**config.mk**
```make
export PLATFORM = sky130hd
export DESIGN_NAME = timer_bank
export DESIGN_NICKNAME = d
export VERILOG_FILES = /design/src/rtl/timer_bank.sv
export SDC_FILE = /design/constraint.sdc
export NUM_CORES = 1
export LEC_CHECK = 0
export CAP_MARGIN = 15
export CORE_MARGIN = 10
export CORE_UTILIZATION = 54
export CTS_BUF_LIST = sky130_fd_sc_hd__clkbuf_2
export DETAILED_ROUTE_END_ITERATION = 12
export GPL_TIMING_DRIVEN = 0
export PLACE_DENSITY = 0.91
export SKIP_CTS_REPAIR_TIMING = 1
export SLEW_MARGIN = 30
export SYNTH_ARGS = -nofsm -noshare
export SYNTH_HDL_FRONTEND = slang
export SYNTH_SLANG_ARGS = --single-unit
```
**constraint.sdc**
```tcl
create_clock -name sb_clk -period 3.88 [get_ports sb_clk]
set_clock_uncertainty 0.15 [all_clocks]
set_input_delay 0.776 -clock sb_clk [delete_from_list [all_inputs] [get_ports sb_clk]]
set_output_delay 0.776 -clock sb_clk [all_outputs]
set_load 0.03 [all_outputs]
```
**src/rtl/timer_bank.sv**
```systemverilog
// Bank of independent prescaled timer channels, each one-shot or periodic,
// sharing a single prescaler tick.
module timer_bank #(
  parameter int unsigned NUM_CH = 4,
  parameter int unsigned CNT_W  = 16,
  parameter int unsigned PRE_W  = 8
) (
  input  logic                    sb_clk,
  input  logic                    rst,
  input  logic [PRE_W-1:0]        tick_div,
  input  logic [NUM_CH-1:0]       ch_en,
  input  logic [NUM_CH-1:0]       ch_clr,
  input  logic [NUM_CH-1:0]       ch_mode,
  input  logic [NUM_CH*CNT_W-1:0] ch_limit,
  output logic [NUM_CH*CNT_W-1:0] ch_count,
  output logic [NUM_CH-1:0]       expired,
  output logic [NUM_CH-1:0]       expired_pulse,
  output logic                    any_expired
);

  localparam int unsigned INC_W = CNT_W + 1;

  typedef enum logic [1:0] {
    S_IDLE = 2'd0,
    S_RUN  = 2'd1,
    S_DONE = 2'd2
  } state_e;

  logic [PRE_W-1:0]  pre_q, pre_d;
  logic              tick_c;
  state_e            state_q [NUM_CH];
  state_e            state_d [NUM_CH];
  logic [CNT_W-1:0]  count_q [NUM_CH];
  logic [CNT_W-1:0]  count_d [NUM_CH];
  logic [NUM_CH-1:0] expired_q, expired_d;
  logic [NUM_CH-1:0] pulse_q, pulse_d;
  logic              any_q, any_d;
  logic [CNT_W-1:0]  limit_c;
  logic [INC_W-1:0]  inc_c;

  // Shared prescaler: tick on the cycle the counter reaches tick_div.
  always_comb begin
    tick_c = (pre_q >= tick_div);
    pre_d  = tick_c ? '0 : pre_q + PRE_W'(1);
  end

  // Per-channel next state; enable/limit gate first, then clear, then tick.
  always_comb begin
    expired_d = expired_q;
    pulse_d   = '0;
    limit_c   = '0;
    inc_c     = '0;
    for (int unsigned i = 0; i < NUM_CH; i++) begin
      state_d[i] = state_q[i];
      count_d[i] = count_q[i];
      limit_c    = ch_limit[i*CNT_W +: CNT_W];
      // Extra bit keeps the >= compare honest when count is at full scale.
      inc_c      = {1'b0, count_q[i]} + INC_W'(1);
      if (!ch_en[i] || (limit_c == '0)) begin
        state_d[i]   = S_IDLE;
        count_d[i]   = '0;
        expired_d[i] = 1'b0;
      end else if (ch_clr[i]) begin
        state_d[i]   = S_RUN;
        count_d[i]   = '0;
        expired_d[i] = 1'b0;
      end else begin
        case (state_q[i])
          S_IDLE: begin
            state_d[i] = S_RUN;
            count_d[i] = '0;
          end
          S_RUN: begin
            if (tick_c) begin
              if (inc_c >= {1'b0, limit_c}) begin
                pulse_d[i] = 1'b1;
                if (ch_mode[i]) begin
                  count_d[i] = '0;
                end else begin
                  count_d[i]   = limit_c;
                  expired_d[i] = 1'b1;
                  state_d[i]   = S_DONE;
                end
              end else begin
                count_d[i] = inc_c[CNT_W-1:0];
              end
            end
          end
          S_DONE: begin
            state_d[i] = S_DONE;
          end
          default: begin
            state_d[i]   = S_IDLE;
            count_d[i]   = '0;
            expired_d[i] = 1'b0;
          end
        endcase
      end
    end
    any_d = |(expired_d | pulse_d);
  end

  always_ff @(posedge sb_clk) begin
    if (rst) begin
      pre_q     <= '0;
      expired_q <= '0;
      pulse_q   <= '0;
      any_q     <= 1'b0;
      for (int unsigned i = 0; i < NUM_CH; i++) begin
        state_q[i] <= S_IDLE;
        count_q[i] <= '0;
      end
    end else begin
      pre_q     <= pre_d;
      expired_q <= expired_d;
      pulse_q   <= pulse_d;
      any_q     <= any_d;
      for (int unsigned i = 0; i < NUM_CH; i++) begin
        state_q[i] <= state_d[i];
        count_q[i] <= count_d[i];
      end
    end
  end

  for (genvar g = 0; g < NUM_CH; g++) begin : g_count_out
    assign ch_count[g*CNT_W +: CNT_W] = count_q[g];
  end

  assign expired       = expired_q;
  assign expired_pulse = pulse_q;
  assign any_expired   = any_q;

endmodule

```
==> impl_results.md <==
* Io pins at 159
* Final WL at 22390 um
* GRT Util Overall at 21.30%
* Most frequent cells in the layout: 154 x clkdlybuf4s50_1, 153 x nor2_1, 96 x inv_1
* Post-layout min period at 3.761 ns
* Register area share after synthesis at 23.30%
* Die W at 139.0 um
* GP Congestion at 0.9316
* Syn avg cell area at 7.640 um2
* Mux contribution to synthesized area at 8.950%
* Commonest non-fill, non-tap cell in the layout: clkdlybuf4s50_1
* Grt ovf at 0
* Largest net degree at the start of global routing at 16
* Num CTS Buffers at 9
* CTS clk-pin slew, worst paths at 0.25 ns
* # clock sinks at 89
* Reg-to-reg setup timing slack at 0.12 ns
* Slew Limit Fails at 0
* WHS Path Cells at 1
* Placed cell count at 1335
* TritonCTS clock tree: yes
* Longest Clk Path Bufs at 2
* CTS H-tree depth at 3
* First-pass GRT wire length at 35690 um
* Critical Path AT at 4.08 ns
* Vias in the first global route at 7416
* Syn Nets at 1180
* NumNets Final at 1351
* Final setup violation count at 0
* Setup crit end kind: register
* Max IR drop VDD at 170.5 uV
* Setup Crit Path Kind: reg -> reg
* Relative slew margins at 56.64%
* Synth cell types at 56
* Layout cells sized above 1 at 5.268%
* R2R cell count at 15
* Yosys reg bits at 89
* Critical-path maximum fanout at 9
* Final Hold Fails at 0
* Max frequency at 265.9 MHz
* CP Launch Type: register
* Synth Area in Compound Gates at 14.77%
* Worst R2R Start: count_q[0][1]
* Std-Cell Rows at 43
* Post-Synth Adder-Cell Area at 15.22%
* # DRC at 0
* Die area at 0.01932 mm2
* WHS Endpoint: pre_q[0]
* Mapped cell area at 0.007647 mm2
* First-pass DRT Iterations at 5
* Area delta synth->final at 26.31%
* Synth Area in Simple Gates at 23.46%
* HP Class: reg -> reg
* Reg2Reg Capture Point: count_q[0][1]
* Non-Filler Instances at 1358
* Final hold slack at 0.3831 ns
* Antenna Nets Post-Route at 0
* Share of flip-flops with an asynchronous set or reset at 0%
* Worst Tran Pin Value at 0.6340 ns
* Leak Pwr at 4.113 nW
* MaxCap Viol Count at 0
* Status: completed
* Post-synthesis xor/xnor area fraction at 7.101%
* Fin crit share at 96.93%
* Post-synthesis cell count at 1001
* Vias at 7692
* HP Start: pre_q[0]
* Pwr/cell area at 174.1 mW/mm2
* Avg WL per Cell at 16.49 um
* Synth Warn # at 0
* Detail-routed via count per cell at 5.664
* Clk root buf: clkbuf_2
* Largest family of logic cells by synthesized area: simple AND/OR/NAND/NOR gates
* CP required at 4.20 ns
* Clock latency on the worst-skew pair at 0.55 ns
* # port buffers at 154
* Detailed Route Iter0 Violations at 594
* Final HPWL DP at 17900 um
* Initial antenna violation count at 1
* Die Span Y at 139.0 um
* Prevailing post-synth register cell: dfxtp_1
* Number of flops mapped to enable cells by yosys at 0
* Initial Util at 55.09%
* Core footprint at 0.01388 mm2
==> per-layer routing <==
metal	part of all wire, %	routed length [um]	global-route usage (%)
met2	48	10690	36.15
met3	6.4	1431	5.103
met5	0	0	0
met4	1.1	256	4.503
met1	45	10010	26.65
==> state kept, by name, indices dropped and copies added (netlist names) <==
name and cells:
any_expired 1, count_q 64, expired 4, expired_pulse 4
pre_q 8, state_q 8
==> final cells by class <==
cell class,instances,area (um2)
Multi-Input combinational cell,772,5389
Fill cell,1128,4222
Sequential cell,89,1797
Timing Repair Buffer,161,1594
Inverter,97,364.1
Tap cell,180,225.2
Buffer,42,193.9
Clock buffer,11,55.05
Clock inverter,5,38.79
Antenna cell,1,2.502
==> worst max-delay path, stage by stage (launching register included) <==
cell,delay [ns]
dfxtp_2,0.44
ha_2,0.20
nand3_1,0.14
nor2_2,0.15
and3_4,0.25
nand3_1,0.13
xnor2_2,0.17
ha_1,0.31
nand4_1,0.13
a211oi_1,0.06
a221o_1,0.37
a311oi_4,0.38
buf_6,0.20
mux2_1,0.34
a22oi_2,0.17
nor2_1,0.06
==> cells by family after synthesis <==
family / Yosys count
AOI/OAI and AO/OA: 164
adders and majority gates: 93
buffers and inverters: 140
DFF: 89
muxes: 68
xor gates and xnor gates: 62
and+or+nand+nor: 385
==> how the worst max path moves through the flow <==
stage	from	to	slack [ns]	depth (start not counted)
2_1_floorplan	count_q[0][0]	count_q[0][1]	0.04	17
3_3_place_gp	tick_div[5]	count_q[1][6]	-0.40	11
3_5_place_dp	tick_div[5]	count_q[1][9]	-0.48	11
4_1_cts	count_q[0][0]	count_q[0][1]	-0.39	17
5_1_grt	count_q[2][0]	count_q[2][12]	-0.03	16
6_report	count_q[0][1]	count_q[0][1]	0.12	15
==> power by group <==
| group | switching, W | internal [W] |
|---|---|---|
| clock network | 0.000326 | 0.0000946 |
| logic | 0.000181 | 0.000148 |
| registers | 0.00000927 | 0.000923 |
| total | 0.000517 | 0.00117 |
==> Yosys cell counts, types with 9 or more instances <==
cell	n	area share (%)
a21oi_1	50	3.3
nand2_1	75	3.7
nand4_1	13	1.1
nor3_1	18	1.2
o31a_1	28	3.2
ha_1	93	15
and3_1	15	1.2
a21o_1	13	1.3
xnor2_1	32	3.7
nor4_1	19	1.6
or3_1	10	0.82
clkbuf_1	27	1.3
nor2_1	155	7.6
xor2_1	30	3.4
a211oi_1	9	0.88
o21ai_0	18	1.2
inv_1	96	4.7
mux2i_1	65	8.5
a2bb2oi_1	16	1.8
dfxtp_1	89	23
nand3_1	48	3.1
==> metrics by stage <==
step | setup TNS (ns) | cell area [um2] | setup slack, ns | total power [W] | utilization, %
CTS | -3.577 | 9508 | -0.3917 | 0.001688 | 68.50
finish | 0 | 9659 | 0.1191 | 0.001682 | 69.59
floorplan | 0 | 7647 | 0.04178 | 0.001122 | -
global route | -0.1210 | 9659 | -0.02883 | 0.001770 | 69.59
detailed placement | -22.66 | 9414 | -0.4759 | 0.001271 | 67.82
global placement | -14.95 | 9414 | -0.3971 | 0.001261 | 67.82
(Power assumes the default switching activity.)
